==> src/rtl/fanout_pkg.sv <==
// Shared definitions for the stream fork (fanout) family.
//
// Contents:
//   MAX_BRANCHES        upper bound on the number of downstream branches
//   CFG_EN_BIT_DEFAULT  default position of the "branch used" bit inside a config word
//   fork_mode_e         lazy (legacy all-or-nothing) or eager (per-branch taken flags) fork
package fanout_pkg;

    localparam int MAX_BRANCHES       = 8;
    localparam int CFG_EN_BIT_DEFAULT = 20;

    typedef enum logic {
        FORK_LAZY  = 1'b0,
        FORK_EAGER = 1'b1
    } fork_mode_e;

endpackage

==> src/rtl/fanout_ready_reduce.sv <==
// Ready AND-reduction for the stream fork.
//
// A branch contributes to the reduction only when it is active; an inactive
// branch always counts as ready. Each ready_term bit already folds in whatever
// makes a branch "done" (its dn_ready, or its taken flag in eager mode).
//
// Ports:
//   active        in   N   branch participates in the fork
//   ready_term    in   N   branch is ready or already done with the token
//   all_ready     out  1   every active branch is ready/done
//   others_ready  out  N   bit i: every active branch other than i is ready/done
module fanout_ready_reduce #(
    parameter int NUM_BRANCHES = 3
) (
    input  logic [NUM_BRANCHES-1:0] active,
    input  logic [NUM_BRANCHES-1:0] ready_term,
    output logic                    all_ready,
    output logic [NUM_BRANCHES-1:0] others_ready
);

    logic [NUM_BRANCHES-1:0] branch_ok;

    assign branch_ok = ~active | ready_term;
    assign all_ready = &branch_ok;

    // others_ready[i] excludes branch i itself, so a branch's valid never
    // depends combinationally on its own ready.
    always_comb begin
        others_ready = '1;
        for (int i = 0; i < NUM_BRANCHES; i++) begin
            for (int j = 0; j < NUM_BRANCHES; j++) begin
                if (j != i) begin
                    others_ready[i] = others_ready[i] & branch_ok[j];
                end
            end
        end
    end

endmodule

==> src/rtl/fanout_fork_eager.sv <==
// Parametrised stream fork: one valid/ready upstream channel broadcast to
// NUM_BRANCHES downstream channels, with an optional eager mode in which each
// branch accepts the token independently and the upstream is acked once all
// active branches have taken it. Pure combinational data path, no storage.
//
// Ports:
//   clk         in   1                        clock
//   reset       in   1                        synchronous, active-high reset
//   mode_eager  in   1                        1 = eager fork, 0 = lazy fork
//   flush       in   1                        clear taken flags
//   en          in   NUM_BRANCHES             per-branch enable
//   cfg         in   NUM_BRANCHES*CFG_WIDTH   per-branch config words
//   up_data     in   DATA_WIDTH               upstream payload
//   up_valid    in   1                        upstream valid
//   up_ready    out  1                        upstream ready
//   dn_data     out  NUM_BRANCHES*DATA_WIDTH  per-branch payload (copy of up_data)
//   dn_valid    out  NUM_BRANCHES             per-branch valid
//   dn_ready    in   NUM_BRANCHES             per-branch ready
//   tok_count   out  CNT_WIDTH                saturating count of consumed tokens
module fanout_fork_eager
    import fanout_pkg::*;
#(
    parameter int NUM_BRANCHES = 3,
    parameter int DATA_WIDTH   = 17,
    parameter int CFG_WIDTH    = 32,
    parameter int CFG_EN_BIT   = CFG_EN_BIT_DEFAULT,
    parameter int CNT_WIDTH    = 16
) (
    input  logic                              clk,
    input  logic                              reset,
    input  logic                              mode_eager,
    input  logic                              flush,
    input  logic [NUM_BRANCHES-1:0]           en,
    input  logic [NUM_BRANCHES*CFG_WIDTH-1:0] cfg,
    input  logic [DATA_WIDTH-1:0]             up_data,
    input  logic                              up_valid,
    output logic                              up_ready,
    output logic [NUM_BRANCHES*DATA_WIDTH-1:0] dn_data,
    output logic [NUM_BRANCHES-1:0]           dn_valid,
    input  logic [NUM_BRANCHES-1:0]           dn_ready,
    output logic [CNT_WIDTH-1:0]              tok_count
);

    fork_mode_e              mode;
    logic [NUM_BRANCHES-1:0] active;
    logic [NUM_BRANCHES-1:0] taken;
    logic [NUM_BRANCHES-1:0] taken_next;
    logic [NUM_BRANCHES-1:0] ready_term;
    logic [NUM_BRANCHES-1:0] others_ready;
    logic                    all_ready;
    logic                    up_fire;
    logic                    cfg_unused;

    assign mode = mode_eager ? FORK_EAGER : FORK_LAZY;

    // Only the enable bit of each config word matters here; the rest of the
    // word belongs to other consumers of the same config bus.
    always_comb begin
        active = '0;
        for (int i = 0; i < NUM_BRANCHES; i++) begin
            active[i] = en[i] & cfg[i*CFG_WIDTH + CFG_EN_BIT];
        end
    end

    assign cfg_unused = ^cfg;

    // In eager mode a branch that already took the token counts as ready.
    // taken is held at zero in lazy mode, so the gating is only for clarity.
    assign ready_term = (mode == FORK_EAGER) ? (dn_ready | taken) : dn_ready;

    fanout_ready_reduce #(
        .NUM_BRANCHES (NUM_BRANCHES)
    ) u_ready_reduce (
        .active       (active),
        .ready_term   (ready_term),
        .all_ready    (all_ready),
        .others_ready (others_ready)
    );

    assign up_ready = all_ready;
    assign up_fire  = up_valid & up_ready;
    assign dn_data  = {NUM_BRANCHES{up_data}};

    // Eager: offer the token to every active branch that has not taken it yet.
    // Lazy: offer only when every other active branch is ready too, so all
    // branches transfer on the same cycle.
    always_comb begin
        if (mode == FORK_EAGER) begin
            dn_valid = {NUM_BRANCHES{up_valid}} & active & ~taken;
        end else begin
            dn_valid = {NUM_BRANCHES{up_valid}} & active & others_ready;
        end
    end

    // Flush and a completed token both restart the branch bookkeeping;
    // leaving eager mode drops any partial progress.
    always_comb begin
        taken_next = taken | (dn_valid & dn_ready);
        if (flush || up_fire || (mode != FORK_EAGER)) begin
            taken_next = '0;
        end
    end

    // Taken flags and the saturating token counter.
    always_ff @(posedge clk) begin
        if (reset) begin
            taken     <= '0;
            tok_count <= '0;
        end else begin
            taken <= taken_next;
            if (up_fire && (tok_count != {CNT_WIDTH{1'b1}})) begin
                tok_count <= tok_count + 1'b1;
            end
        end
    end

endmodule

==> config.mk <==
export PLATFORM = sky130hd
export DESIGN_NAME = fanout_fork_eager
export DESIGN_NICKNAME = d
export VERILOG_FILES = /design/src/rtl/fanout_pkg.sv /design/src/rtl/fanout_ready_reduce.sv /design/src/rtl/fanout_fork_eager.sv
export SDC_FILE = /design/constraint.sdc
export NUM_CORES = 1
export LEC_CHECK = 0
export ABC_CLOCK_PERIOD_IN_PS = 3100
export BUFFER_PORTS_ARGS = -buffer_cell sky130_fd_sc_hd__buf_2
export CELL_PAD_IN_SITES_DETAIL_PLACEMENT = 2
export CELL_PAD_IN_SITES_GLOBAL_PLACEMENT = 2
export CORE_ASPECT_RATIO = 0.5
export CORE_MARGIN = 1.5
export CORE_UTILIZATION = 15
export CTS_BUF_LIST = sky130_fd_sc_hd__clkbuf_2 sky130_fd_sc_hd__clkbuf_4 sky130_fd_sc_hd__clkbuf_8
export DETAILED_ROUTE_END_ITERATION = 8
export PLACE_DENSITY_LB_ADDON = 0.05
export RECOVER_POWER = 25
export SYNTH_ARGS = -nofsm -noshare
export SYNTH_HDL_FRONTEND = slang
export SYNTH_SLANG_ARGS = --single-unit
==> constraint.sdc <==
create_clock -name clk -period 3.1 [get_ports clk]
set_clock_uncertainty 0.15 [all_clocks]
set_input_delay 0.62 -clock clk [delete_from_list [all_inputs] [get_ports clk]]
set_output_delay 0.62 -clock clk [all_outputs]
set_load 0.02 [all_outputs]
==> flow_summary.yaml <==
clocking:
  clock_slew_seen_by_the_registers_of_the_worst_setup_and_hold_paths_ns: 0.08
  cts_resized: 0
  cts.repair_timing.setup_buffer_count: 0
  clock_path_buffers: 2
  htree_levels: 1
  tritoncts_clock_tree: "yes"
  root_buffer: "sky130_fd_sc_hd__clkbuf_8"
  cts_buffers: 3
  holdBufCountCts: 0
  clock_insertion_delay_worst_skew_ns: 0.26
  cts.sinks: 19
logic_synthesis:
  synthAdderAreaFrac_pct: 0.840
  synth_compound_gate_area_share_pct: 16.9
  synth_enable_flop_cells: 0
  synthesis.yosys.warnings: 0
  synth_seq_area_share_pct: 25.5
  number_of_storage_elements_in_the_synthesis_netlist: 19
  synth.lib_cells_used.distinct: 39
  top_cells_by_count_synth: "51 x sky130_fd_sc_hd__buf_4, 19 x sky130_fd_sc_hd__dfxtp_1, 15 x sky130_fd_sc_hd__a21oi_1"
  synth-simple-area-share_pct: 25.3
  synth_async_sr_flop_share_pct: 0
  synthMuxAreaShare_pct: 2.10
  synthFlopType: "sky130_fd_sc_hd__dfxtp_1"
  synth_area_sq_um: 1490
  mappedNetlistNets: 306
  dominant_combinational_cell_family_by_area_after_synthesis: "buffers and inverters"
  synth-xor-area-share_pct: 1.18
  ranking_of_synthesized_cells_by_area: "sky130_fd_sc_hd__buf_4 26%, sky130_fd_sc_hd__dfxtp_1 26%, sky130_fd_sc_hd__a21oi_1 5.0%"
  synthesis.instances: 181
  synth.most_common_cell: "sky130_fd_sc_hd__buf_4"
  synth_top_cell_by_area: "sky130_fd_sc_hd__buf_4"
  avgSynthCellArea_sq_um: 8.23
  netlist.area_leader.share_pct: 25.7
critical_path:
  critPathLaunchType: "primary input"
  cp.required_ns: 2.33
  crit_buf_inv: 2
  critPathTopFamily: "buffers and inverters"
  worst_setup_path_startpoint: "mode_eager"
  critical_path_cell_count: 6
  end_kind: "primary output"
  crit_path_max_fanout: 11
  timing.rr.end: "tok_count[10]"
  crit_chain: "buf_2 -> nand2_1 -> a22o_1 -> mux2i_1 -> and4_1 -> buf_2"
  rr_worst_depth: 6
  crit_top_cell: "sky130_fd_sc_hd__buf_2"
  critical_path.reg2reg.startpoint: "tok_count[0]"
  stage_delay_of_the_slowest_cell_on_the_critical_path_ns: 0.22
  cp_data_arrival_time_ns: 1.68
  worst-r2r-setup-slack_ns: 1.02
  critPathSlowestCell: "sky130_fd_sc_hd__a22o_1"
  setup.worst_path.class: "primary input to primary output"
drt:
  remaining_design_rule_violation_count: 0
  first_pass_iters: 4
  vias_per_cell: 3.79
  post_drt_wl_per_cell_um: 13.5
  wl_mm: 4.06
  dr_total_vias: 1138
  drtIter0Drc: 17
  antenna_left: 0
sta:
  max_slew.worst_pin.slew_ns: 0.423
  setup_viol: 0
  maxClockFrequency_mhz: 409
  grt_setup_unrepaired: "false"
  timing.max_slew.rel_slack_pct: 71.8
  finalCritPeriodShare_pct: 79.0
  timing.final.hold_violations: 0
  totalNegativeSetupSlack_ns: 0
  finalMaxSlewViolations: 0
  finalCriticalPeriod_ns: 2.45
grt:
  grt_use_total_pct: 7.94
  first_pass_grt_wire_length_mm: 6.31
  first_global_vias: 1211
  grt_antenna_before_repair: 0
  grt_max_degree: 21
  gr-total-overflow: 0
placement:
  buffer_ports.inserted: 33
  detailed_place_hpwl_mm: 3.15
  globalplace.congestion: 0.599
die:
  floorplan.initialDensity_pct: 15.6
  die_area_sq_um: 10600
  placeableCoreArea_sq_um: 9540
  floorplan.rows: 25
  num_io_pins: 195
  die_h_um: 73.5
  dieWidth_um: 144
worst_hold_path:
  whs_path_depth: 2
  worst_min_delay_path_category: "flip-flop to flip-flop"
  launch_instance_of_the_worst_min_delay_path: "tok_count[11]"
  timing.hold.worst_endpoint: "tok_count[11]"
status:
  outcome: "completed"
power_and_ir_drop:
  vdd.ir_drop.worst_mv: 0.132
  power.static_leakage_nw: 0.555
  report.power.total_mw: 0.509
  cellPowerDensity_nw_per_um2: 344
final_layout:
  drive_gt1_share_pct: 29.7
  flow.area_growth_from_synthesis_pct: -0.756
  finalNetCount: 291
  diode_insertion_count_for_antenna_repair: 0
  nFillCells: 1140
run:
  timing.max_cap.violations: 0
sequential cells by signal, indices dropped and copies added (netlist names):
name / count
taken: 3
tok_count: 16
per-layer routing:
metal  track usage, %  part of all wire (%)
met3             2.35                   7.5
met1             10.3                    49
met4             2.38                  0.89
met2             12.8                    43
met5                0                     0
tightest hold or removal path, cell delays in order, from the launching register on:
cell,delay [ns]
sky130_fd_sc_hd__dfxtp_1,0.35
sky130_fd_sc_hd__o31ai_1,0.08
sky130_fd_sc_hd__a21oi_1,0.05
worst max path at each step:
stage,endpoint,slack [ns]
3_3_place_gp,dn_valid[0],0.60
2_1_floorplan,dn_valid[2],0.79
3_5_place_dp,dn_valid[0],0.61
6_report,dn_valid[0],0.65
5_1_grt,dn_valid[0],0.53
4_1_cts,dn_valid[0],0.62
report_power, final:
group          total (mW)  leakage (nW)  internal [mW]  switching [mW]
logic              0.0618         0.376         0.0238          0.0380
registers           0.250         0.153          0.247         0.00315
clock network       0.197        0.0262          0.100          0.0968
total               0.509         0.555          0.371           0.138
cell usage in the layout, fill, tap and decap left out, types with 2 or more instances in the layout:
cell type / n
sky130_fd_sc_hd__mux2i_1: 2
sky130_fd_sc_hd__or3_1: 8
sky130_fd_sc_hd__nand2b_1: 3
sky130_fd_sc_hd__buf_2: 33
sky130_fd_sc_hd__nor2_1: 11
sky130_fd_sc_hd__a21oi_1: 15
sky130_fd_sc_hd__inv_1: 5
sky130_fd_sc_hd__and3b_1: 2
sky130_fd_sc_hd__nand3_1: 5
sky130_fd_sc_hd__and4_1: 4
sky130_fd_sc_hd__and2_1: 3
sky130_fd_sc_hd__or4_1: 3
sky130_fd_sc_hd__o2111a_1: 3
sky130_fd_sc_hd__nand4_1: 4
sky130_fd_sc_hd__o21ai_0: 5
sky130_fd_sc_hd__dfxtp_1: 19
sky130_fd_sc_hd__clkbuf_8: 3
sky130_fd_sc_hd__nand2_1: 9
sky130_fd_sc_hd__a31o_2: 2
sky130_fd_sc_hd__nor3_1: 3
sky130_fd_sc_hd__o31ai_1: 4
layout make-up:
type	instances	area [sq um]	area share [%]
repair buffers	34	173	11.7
inverters	5	18.8	1.27
multi-input cells	103	689	46.6
well taps	135	169	11.4
flip-flops and latches	19	380	25.7
clock buffers	4	48.8	3.30
metrics by stage:
stage	utilization (%)	worst slack [ns]	cells	hold slack, ns	instance area, sq um
final	15.5	0.652	300	0.372	1480
after global routing	15.5	0.534	300	0.422	1480
after CTS	15.5	0.616	300	0.381	1480
after detailed placement	15.0	0.615	296	0.368	1430
after global placement	15.0	0.599	296	0.356	1430
after floorplan	-	0.795	181	0.374	1490
kinds of logic after synthesis:
logic type                 Yosys count
xor gates and xnor gates             2
AOI/OAI and AO/OA                   35
DFF                                 19
adders and majority gates            1
muxes                                3
buffers and inverters               59
and+or+nand+nor                     62
No activity file was read; power rests on OpenSTA's default activity.
